## config.mk

```make
export PLATFORM = sky130hd
export DESIGN_NAME = div_unit_flat
export DESIGN_NICKNAME = d
export VERILOG_FILES = /design/src/rtl/div_unit_if.sv /design/src/rtl/div_unit.sv /design/src/flat_wrapper.sv
export SDC_FILE = /design/constraint.sdc
export NUM_CORES = 1
export LEC_CHECK = 0
export BUFFER_PORTS_ARGS = -buffer_cell sky130_fd_sc_hd__buf_2
export CAP_MARGIN = 20
export CORE_MARGIN = 10
export CORE_UTILIZATION = 29
export CTS_BUF_LIST = sky130_fd_sc_hd__clkbuf_2 sky130_fd_sc_hd__clkbuf_4 sky130_fd_sc_hd__clkbuf_8
export CTS_CLUSTER_DIAMETER = 30
export DETAILED_ROUTE_END_ITERATION = 10
export MAX_ROUTING_LAYER = met4
export PLACE_DENSITY = 0.46
export SYNTH_ARGS = -nofsm -noshare
export SYNTH_HDL_FRONTEND = slang
export SYNTH_SLANG_ARGS = --single-unit
```

## constraint.sdc

```tcl
create_clock -name clk -period 3.7 [get_ports clk]
set_clock_uncertainty 0.1 [all_clocks]
set_input_delay 0.37 -clock clk [delete_from_list [all_inputs] [get_ports clk]]
set_output_delay 0.37 -clock clk [all_outputs]
set_load 0.01 [all_outputs]
```

## src/rtl/div_unit_if.sv

```systemverilog
// Handshake bundle between the execute stage and the divide unit.
// The pipeline side is master; the divider is slave.
interface div_unit_if #(
  parameter int WIDTH = 32
);
  logic             StartE;
  logic [1:0]       DivOpE;
  logic [WIDTH-1:0] Op1E;
  logic [WIDTH-1:0] Op2E;
  logic             FlushE;
  logic             BusyE;
  logic             DoneE;
  logic [WIDTH-1:0] DivResultE;

  modport master (
    output StartE, DivOpE, Op1E, Op2E, FlushE,
    input  BusyE, DoneE, DivResultE
  );

  modport slave (
    input  StartE, DivOpE, Op1E, Op2E, FlushE,
    output BusyE, DoneE, DivResultE
  );
endinterface

```

## src/rtl/div_unit.sv

```systemverilog
// Iterative radix-2 restoring divider for DIV/DIVU/REM/REMU.
// Divide-by-zero and signed overflow finish without iterating.
module div_unit #(
  parameter int WIDTH = 32
) (
  input logic      clk,
  input logic      reset_n,
  div_unit_if.slave bus
);
  localparam int CW = $clog2(WIDTH);

  typedef enum logic [1:0] {
    S_IDLE,
    S_ITER,
    S_FIX,
    S_DONE
  } state_t;

  state_t           r_state;
  state_t           w_next;
  logic [1:0]       r_op;
  logic [WIDTH-1:0] r_q;
  logic [WIDTH-1:0] r_r;
  logic [WIDTH-1:0] r_d;
  logic [WIDTH-1:0] r_res;
  logic [CW-1:0]    r_cnt;
  logic             r_qneg;
  logic             r_rneg;

  logic             w_signed;
  logic             w_a_neg;
  logic             w_b_neg;
  logic [WIDTH-1:0] w_a_abs;
  logic [WIDTH-1:0] w_b_abs;
  logic             w_div0;
  logic             w_ovf;
  logic             w_special;
  logic [WIDTH-1:0] w_spec_res;
  logic [WIDTH:0]   w_trial;
  logic             w_sub_ok;
  logic [WIDTH-1:0] w_fix;

  assign w_signed  = ~bus.DivOpE[0];
  assign w_a_neg   = w_signed & bus.Op1E[WIDTH-1];
  assign w_b_neg   = w_signed & bus.Op2E[WIDTH-1];
  assign w_a_abs   = w_a_neg ? -bus.Op1E : bus.Op1E;
  assign w_b_abs   = w_b_neg ? -bus.Op2E : bus.Op2E;
  assign w_div0    = (bus.Op2E == '0);
  assign w_ovf     = w_signed
                   & (bus.Op1E == {1'b1, {(WIDTH-1){1'b0}}})
                   & (&bus.Op2E);
  assign w_special = w_div0 | w_ovf;

  // Overflow quotient equals the dividend (most negative value).
  assign w_spec_res = bus.DivOpE[1]
                    ? (w_div0 ? bus.Op1E : '0)
                    : (w_div0 ? '1 : bus.Op1E);

  // Full R keeps its MSB so large unsigned divisors stay exact.
  assign w_trial  = {r_r, r_q[WIDTH-1]} - {1'b0, r_d};
  assign w_sub_ok = ~w_trial[WIDTH];

  assign w_fix = r_op[1]
               ? (r_rneg ? -r_r : r_r)
               : (r_qneg ? -r_q : r_q);

  always_ff @(posedge clk or negedge reset_n) begin
    if (!reset_n) r_state <= S_IDLE;
    else          r_state <= w_next;
  end

  always_comb begin
    w_next = r_state;
    if (bus.FlushE) begin
      w_next = S_IDLE;
    end else begin
      unique case (r_state)
        S_IDLE: if (bus.StartE)
                  w_next = w_special ? S_DONE : S_ITER;
        S_ITER: if (r_cnt == '0) w_next = S_FIX;
        S_FIX:  w_next = S_DONE;
        S_DONE: w_next = S_IDLE;
        default: w_next = S_IDLE;
      endcase
    end
  end

  always_ff @(posedge clk or negedge reset_n) begin
    if (!reset_n) begin
      r_op   <= '0;
      r_q    <= '0;
      r_r    <= '0;
      r_d    <= '0;
      r_res  <= '0;
      r_cnt  <= '0;
      r_qneg <= 1'b0;
      r_rneg <= 1'b0;
    end else if (!bus.FlushE) begin
      unique case (r_state)
        S_IDLE: if (bus.StartE) begin
          r_op   <= bus.DivOpE;
          r_d    <= w_b_abs;
          r_q    <= w_a_abs;
          r_r    <= '0;
          r_cnt  <= CW'(WIDTH-1);
          r_qneg <= w_a_neg ^ w_b_neg;
          r_rneg <= w_a_neg;
          if (w_special) r_res <= w_spec_res;
        end
        S_ITER: begin
          r_q   <= {r_q[WIDTH-2:0], w_sub_ok};
          r_r   <= w_sub_ok ? w_trial[WIDTH-1:0]
                            : {r_r[WIDTH-2:0], r_q[WIDTH-1]};
          r_cnt <= r_cnt - 1'b1;
        end
        S_FIX:  r_res <= w_fix;
        default: ;
      endcase
    end
  end

  assign bus.BusyE      = (r_state != S_IDLE);
  assign bus.DoneE      = (r_state == S_DONE);
  assign bus.DivResultE = r_res;
endmodule

```

## src/flat_wrapper.sv

```systemverilog
// flat-port wrapper written by rule: the top's interface ports become plain ports
module div_unit_flat 
#(
  parameter int WIDTH = 32
)
  (clk, reset_n, bus_StartE, bus_DivOpE, bus_Op1E, bus_Op2E, bus_FlushE, bus_BusyE, bus_DoneE, bus_DivResultE);
  div_unit_if #(.WIDTH(WIDTH)) bus_i ();
  input logic clk;
  input logic reset_n;
  input wire logic [$bits(bus_i.StartE)-1:0] bus_StartE;
  input wire logic [$bits(bus_i.DivOpE)-1:0] bus_DivOpE;
  input wire logic [$bits(bus_i.Op1E)-1:0] bus_Op1E;
  input wire logic [$bits(bus_i.Op2E)-1:0] bus_Op2E;
  input wire logic [$bits(bus_i.FlushE)-1:0] bus_FlushE;
  output wire logic [$bits(bus_i.BusyE)-1:0] bus_BusyE;
  output wire logic [$bits(bus_i.DoneE)-1:0] bus_DoneE;
  output wire logic [$bits(bus_i.DivResultE)-1:0] bus_DivResultE;
  assign bus_i.StartE = bus_StartE;
  assign bus_i.DivOpE = bus_DivOpE;
  assign bus_i.Op1E = bus_Op1E;
  assign bus_i.Op2E = bus_Op2E;
  assign bus_i.FlushE = bus_FlushE;
  assign bus_BusyE = bus_i.BusyE;
  assign bus_DoneE = bus_i.DoneE;
  assign bus_DivResultE = bus_i.DivResultE;
  div_unit #(.WIDTH(WIDTH)) u_core (.clk(clk), .reset_n(reset_n), .bus(bus_i));
endmodule
```

==> summary.txt, run 1 <==
STA
  – Crit share post-route: 93.9%
  – Maximum clock frequency: 288 MHz
  – Worst-Margin Slew: 0.992 ns
  – Max-slew headroom: 33.9%
  – Fin. max-slew vios: 0
  – Final Hold Vio Count: 0
  – Setup TNS: 0 ns
  – Final min period: 3.47 ns
  – # setup viols final: 0
  – Final hold slack: 0.0630 ns
  – RSZ-0062 raised after global routing: no

Critical path
  – Worst Setup SP: u_core.r_q[31]$_DFFE_PN0P_
  – R2R Setup Slk: 0.23 ns
  – Crit path required time: 3.98 ns
  – WS Path Type: flop to flop
  – Worst-path fanout max: 12
  – CP arrival: 3.75 ns
  – Critical path endpoint category: flop
  – Crit path to: u_core.r_r[15]$_DFFE_PN0P_
  – Reg2Reg Depth: 11
  – Reg2Reg Launch Point: u_core.r_q[31]$_DFFE_PN0P_
  – Worst setup SP type: flop
  – Reg-to-reg critical path endpoint: u_core.r_r[15]$_DFFE_PN0P_

Drt
  – Total Routed Length: 37.8 mm
  – # DRC: 0
  – Pre-Repair DR Iteration Count: 6
  – Routed via count: 10800
  – DR iter-0 viols: 842
  – Vias/cell: 5.18
  – DR WL/cell: 18.1 microns
  – Routed Antenna Nets: 0

Synthesis
  – Synth Register Bits: 138
  – Commonest cells in the synthesized netlist: 186 x nand2_1, 140 x o21ai_0, 138 x dfrtp_1
  – Post-synth top area cell: dfrtp_1
  – Yosys synthesis warning count: 0
  – Top FF cell, synth: dfrtp_1
  – Post-synth ARST share: 100%
  – Gate Count Post-Synth: 1461
  – Seq/Total Area, Yosys: 30.4%
  – Ranking of synthesized cells by area: dfrtp_1 30%, xnor2_1 6.4%, o21ai_0 6.2%
  – Most frequent cell after synthesis: nand2_1
  – Synth unique cells: 72
  – Net count after synthesis: 1575
  – EDFF count, synth: 0
  – Mapped Area: 0.0113 sq mm
  – Post-synth top area share: 30.4%
  – Avg Cell Area, Syn: 7.77 sq um

Floorplanning
  – Initial Util: 29.4%
  – Die area: 0.0474 sq mm
  – Die height: 218 microns
  – Row Count: 72
  – Die W: 218 microns
  – # IOs: 104
  – Core ar.: 0.0386 sq mm

Cells and area
  – Layout cells sized above 1: 14.3%
  – Final nets: 1665
  – Fill cells: 4176
  – Fin cells: 2082
  – # diodes: 0
  – Area Growth Syn to Fin: 15.3%

Global routing
  – Antenna violations before repair: 0
  – GRT Total Usage: 16.5%
  – Vias in the first global route: 10600
  – Grt ovf: 0
  – Largest net degree at the start of global routing: 72
  – First-pass GRT wire length: 61.1 mm

Placed design
  – RePlAce Congestion: 0.874
  – Placed Cells: 2049
  – Port Buf Inserts: 103
  – Dpl hpwl: 28.9 mm

Clock tree
  – Post-CTS setup-driven buffer insertion count: 0
  – CTS Buffer Depth: 2
  – Root buf cell: clkbuf_8
  – H-Tree Level Count: 4
  – Clk pin slew, worst setup/hold paths: 0.09 ns
  – Cts bufs inserted: 17
  – TritonCTS clock tree: built
  – Clk Latency, worst-skew pair: 0.49 ns
  – Clock Sinks: 138

Hold path
  – Hold WC Path Type: input pin to flop

Power
  – P per Cell Area: 740 mW/mm^2
  – Power after layout: 9680 uW
  – Peak supply drop: 0.225 mV
  – LEAKAGE: 0.00560 uW

Job
  – Max-cap violations: 0

Outcome
  – Outcome: finished clean
==> per-stage QoR <==
stage	utilization, %	setup WS [ns]	cell area [sq um]
detailed placement	32.7	0.220	12600
CTS	33.8	0.238	13100
global route	33.8	0.0622	13100
floorplan	-	0.324	11300
finish	33.8	0.226	13100
global placement	32.7	0.295	12600
==> power by group <==
group	internal [uW]	total, uW	leakage [uW]	switching, uW
logic	2220	5600	0.00362	3380
clock network	726	1400	0.000215	669
registers	2070	2690	0.00177	614
==> area by class of cell <==
class                           instances  area (sq um)  share of cell area, %
Clock buffer                           21           283                   2.16
Tap cell                              518           648                   4.96
Clock inverter                         11           143                   1.09
Multi-Input combinational cell       1156          7260                   55.5
Timing Repair Buffer                  163          1010                   7.74
Sequential cell                       138          3450                   26.4
Inverter                               75           282                   2.15
==> critical path, stage by stage (launching register included) <==
cell	delay, ns
dfrtp_1	0.40
inv_1	0.08
ha_1	0.21
fa_1	0.41
nand2b_1	0.18
a21oi_1	0.22
o211ai_1	0.20
and2_1	0.22
a211oi_2	0.25
mux2_2	0.48
or3_1	0.37
a32o_1	0.24
==> registers in the layout, summed over array words and instances, names as in the netlist <==
signal / flops
u_core.bus.DivResultE: 32
u_core.r_cnt: 5
u_core.r_d: 32
u_core.r_op: 1
u_core.r_q: 32
u_core.r_qneg: 1
u_core.r_r: 32
u_core.r_rneg: 1
u_core.r_state: 2
==> per-layer routing <==
metal / routed length (microns) / track usage (%) / part of all wire (%)
met1: 19200 / 23.1 / 51
met2: 16700 / 24.8 / 44
met3: 1510 / 2.29 / 4.0
met4: 358 / 3.68 / 0.95
met5: 0 / - / 0
==> layout by cell type (no fill, tap or decap), types with 6 or more instances in the layout <==
cell | synthesis | routed
a211oi_1 | 15 | 15
a21o_1 | 15 | 14
a21oi_1 | 123 | 123
a31oi_1 | 11 | 10
and3_1 | 9 | 9
buf_2 | 5 | 102
buf_4 | 1 | 56
clkbuf_8 | 0 | 20
dfrtp_1 | 138 | 138
ha_1 | 43 | 41
inv_1 | 74 | 74
maj3_1 | 15 | 15
maj3_2 | 7 | 7
mux2i_1 | 7 | 6
nand2_1 | 186 | 186
nand2b_1 | 12 | 12
nand3_1 | 16 | 16
nand4_1 | 38 | 38
nor2_1 | 95 | 94
nor3_1 | 30 | 30
nor4_1 | 9 | 9
o211ai_1 | 35 | 35
o21a_1 | 6 | 6
o21ai_0 | 140 | 140
o21ai_1 | 30 | 30
o22ai_1 | 14 | 14
o31ai_1 | 41 | 41
o41ai_1 | 12 | 12
or3_1 | 30 | 30
or4_1 | 11 | 11
xnor2_1 | 83 | 83
xor2_1 | 54 | 54
==> kinds of logic (layout without fill, tap and decap cells) <==
| logic type | after synthesis | count (layout) | synth area share (%) |
|---|---|---|---|
| AND/OR/NAND/NOR | 468 | 468 | 20.0 |
| XOR/XNOR | 137 | 137 | 10.6 |
| multiplexers | 9 | 9 | 0.816 |
| adder cells (fa/ha/maj) | 66 | 66 | 6.94 |
| flip-flops | 138 | 138 | 30.4 |
| buffers and inverters | 167 | 270 | 5.88 |
| AO/OA/AOI/OAI | 476 | 476 | 25.3 |
==> repair_timing <==
item                                   in CTS  in global routing
endpoints found under the hold margin      69                  0
gates resized for setup                     0                  0
hold buffers                                1                  0
==> worst min path at each step <==
stage               start                                   end  slack (ns)  cells after the start
2_1_floorplan     reset_n  u_core.bus.DivResultE[0]$_DFFE_PN0P_       -0.03                      0
3_3_place_gp      reset_n  u_core.bus.DivResultE[3]$_DFFE_PN0P_        0.36                      1
3_5_place_dp      reset_n  u_core.bus.DivResultE[3]$_DFFE_PN0P_        0.36                      1
4_1_cts        bus_FlushE         u_core.r_state[0]$_DFFE_PN0P_        0.03                      2
5_1_grt        bus_FlushE         u_core.r_state[0]$_DFFE_PN0P_        0.06                      2
6_report       bus_FlushE         u_core.r_state[0]$_DFFE_PN0P_        0.06                      2
(Power assumes the default switching activity.)
==> inputs of run 2 (changes only) <==
Settings changed: RECOVER_POWER set to 50.
==> run 2 against run 1 <==
Compared with the run above:
- the run now ends with capacitance limit, slew limit left
- sequential cell count did not move
- routed wire length rose by 0.14%
- non-clock buffer count did not move
- largest cell class unchanged
- maximum frequency rose by 0.59%
- setup slack improved by 0.020 ns
==> summary.txt, run 2 (synthesis gave the netlist of run 1 again) <==
Outcome
  – Outcome: complete, but fails checks
  – Failing checks: capacitance limit, slew limit

Placed design
  – Port Buf Inserts: 103
  – Dpl hpwl: 28.9 mm
  – Pre-CTS WS: 0.220 ns
  – RePlAce Congestion: 0.874

Critical path
  – CP Cell Sequence: inv_1 > ha_1 > fa_1 > nand2b_1 > a21oi_1 > o211ai_1 > and2_1 > a211oi_2 > mux2_2 > or3_1 > a32o_1
  – Critical path endpoint category: flop
  – Reg-to-reg critical path endpoint: u_core.r_r[15]$_DFFE_PN0P_
  – Crit path required time: 3.98 ns
  – Worst-path fanout max: 12
  – Max incr delay on CP: 0.48 ns
  – CP arrival: 3.73 ns
  – Reg2Reg Launch Point: u_core.r_q[31]$_DFFE_PN0P_
  – Reg2Reg Depth: 11
  – Worst path slowest cell: mux2_2
  – Worst setup SP type: flop
  – WS Path Type: flop to flop
  – R2R Setup Slk: 0.25 ns

Clock tree
  – Clk Latency, worst-skew pair: 0.49 ns
  – CTS Buffer Depth: 2
  – Cts bufs inserted: 17
  – Post-CTS sizing: 0
  – Clk pin slew, worst setup/hold paths: 0.09 ns
  – Clock Sinks: 138
  – Root buf cell: clkbuf_8
  – TritonCTS clock tree: built
  – H-Tree Level Count: 4

Drt
  – Routed Antenna Nets: 0
  – DR WL/cell: 18.2 microns
  – Routed via count: 10800
  – Pre-Repair DR Iteration Count: 5
  – Vias/cell: 5.18
  – Total Routed Length: 37.8 mm
  – # DRC: 0
  – DR iter-0 viols: 825

Hold path
  – Hold WC Path Type: input pin to flop
  – Hold_sp: bus_FlushE
  – Hold EP: u_core.r_state[0]$_DFFE_PN0P_
  – WHS Path Cells: 2

Cells and area
  – Post-layout util: 33.7%
  – Final nets: 1665
  – # diodes: 0
  – Layout cells sized above 1: 12.6%
  – Most frequent cells in the layout: 186 x nand2_1, 140 x o21ai_0, 138 x dfrtp_1, 123 x a21oi_1, 94 x nor2_1
  – Area Growth Syn to Fin: 14.9%
  – Commonest non-fill, non-tap cell in the layout: nand2_1

STA
  – # setup viols final: 0
  – Final min period: 3.45 ns
  – RSZ-0062 raised after global routing: no
  – Max-slew headroom: -27.6%
  – Fin. max-slew vios: 71
  – Worst Slack Setup Final: 0.247 ns
  – Maximum clock frequency: 290 MHz
  – Setup TNS: 0 ns
  – Worst-Margin Slew: 1.91 ns
  – Final Hold Vio Count: 0
  – Crit share post-route: 93.3%

Floorplanning
  – Core ar.: 0.0386 sq mm
  – Die height: 218 microns
  – Die area: 0.0474 sq mm
  – Initial Util: 29.4%
  – Row Count: 72
  – # IOs: 104
  – Die W: 218 microns

Power
  – Peak supply drop: 0.225 mV
  – P per Cell Area: 740 mW/mm^2
  – LEAKAGE: 0.00550 uW

Global routing
  – Grt ovf: 0
  – Vias in the first global route: 10600
  – Antenna violations before repair: 0
  – GRT Total Usage: 16.5%
  – First-pass GRT wire length: 61.1 mm
  – Largest net degree at the start of global routing: 72

Job
  – Max-cap violations: 1
==> run 2: layout make-up <==
| cell class | instances | area (sq um) |
|---|---|---|
| multi-input combinational | 1156 | 7260 |
| clock inverter | 11 | 143 |
| clock buffer | 21 | 283 |
| inverter | 75 | 282 |
| timing repair buffer | 163 | 970 |
| fill | 4197 | 25600 |
| sequential | 138 | 3450 |
| tap | 518 | 648 |
==> run 2: worst max path at each step <==
stage | startpoint | slack, ns | endpoint
after floorplan | u_core.r_q[31]$_DFFE_PN0P_ | 0.32 | u_core.r_r[5]$_DFFE_PN0P_
after global placement | bus_Op2E[0] | 0.30 | u_core.bus.DivResultE[28]$_DFFE_PN0P_
after detailed placement | bus_Op2E[0] | 0.22 | u_core.bus.DivResultE[28]$_DFFE_PN0P_
after CTS | u_core.r_q[31]$_DFFE_PN0P_ | 0.24 | u_core.r_r[15]$_DFFE_PN0P_
after global routing | u_core.r_q[31]$_DFFE_PN0P_ | 0.06 | u_core.r_r[15]$_DFFE_PN0P_
final | u_core.r_q[31]$_DFFE_PN0P_ | 0.25 | u_core.r_r[15]$_DFFE_PN0P_
==> run 2: critical path: cells and delay by family (launching register included) <==
family	cells	cell delay, ns
adders and majority gates	2	0.61
and+or+nand+nor	3	0.77
buffers and inverters	1	0.08
DFF	1	0.40
AOI/OAI and AO/OA	4	0.89
muxes	1	0.48
==> run 2: metal layers <==
| metal | part of all wire (%) | global-route usage (%) | up-vias |
|---|---|---|---|
| met5 | 0 | - | - |
| met4 | 0.98 | 3.68 | 0 |
| met3 | 4.1 | 2.29 | 24 |
| met2 | 44 | 24.8 | 249 |
| met1 | 51 | 23.1 | 5061 |
| li1 | - | - | 5449 |
==> run 2: repair_timing <==
item / 4_1_cts / 5_1_grt
setup buffers: 0 / 0
endpoints found under the hold margin: 69 / 0
hold buffers: 1 / 0
==> run 2: power breakdown <==
group	switching [uW]	total, uW	internal [uW]
Clock	667	1390	726
Combinational	3380	5560	2190
Sequential	621	2690	2070
Total	4670	9650	4990
==> run 2: through the flow <==
| step | cells | hold WS, ns | area (sq um) | total power (uW) |
|---|---|---|---|---|
| finish | 2082 | 0.0664 | 13000 | 9650 |
| global route | 2082 | 0.0614 | 13000 | 10600 |
| CTS | 2082 | 0.0346 | 13100 | 9740 |
| detailed placement | 2049 | 0.357 | 12600 | 8310 |
| global placement | 2049 | 0.358 | 12600 | 8270 |
| floorplan | 1461 | -0.0256 | 11300 | 6530 |
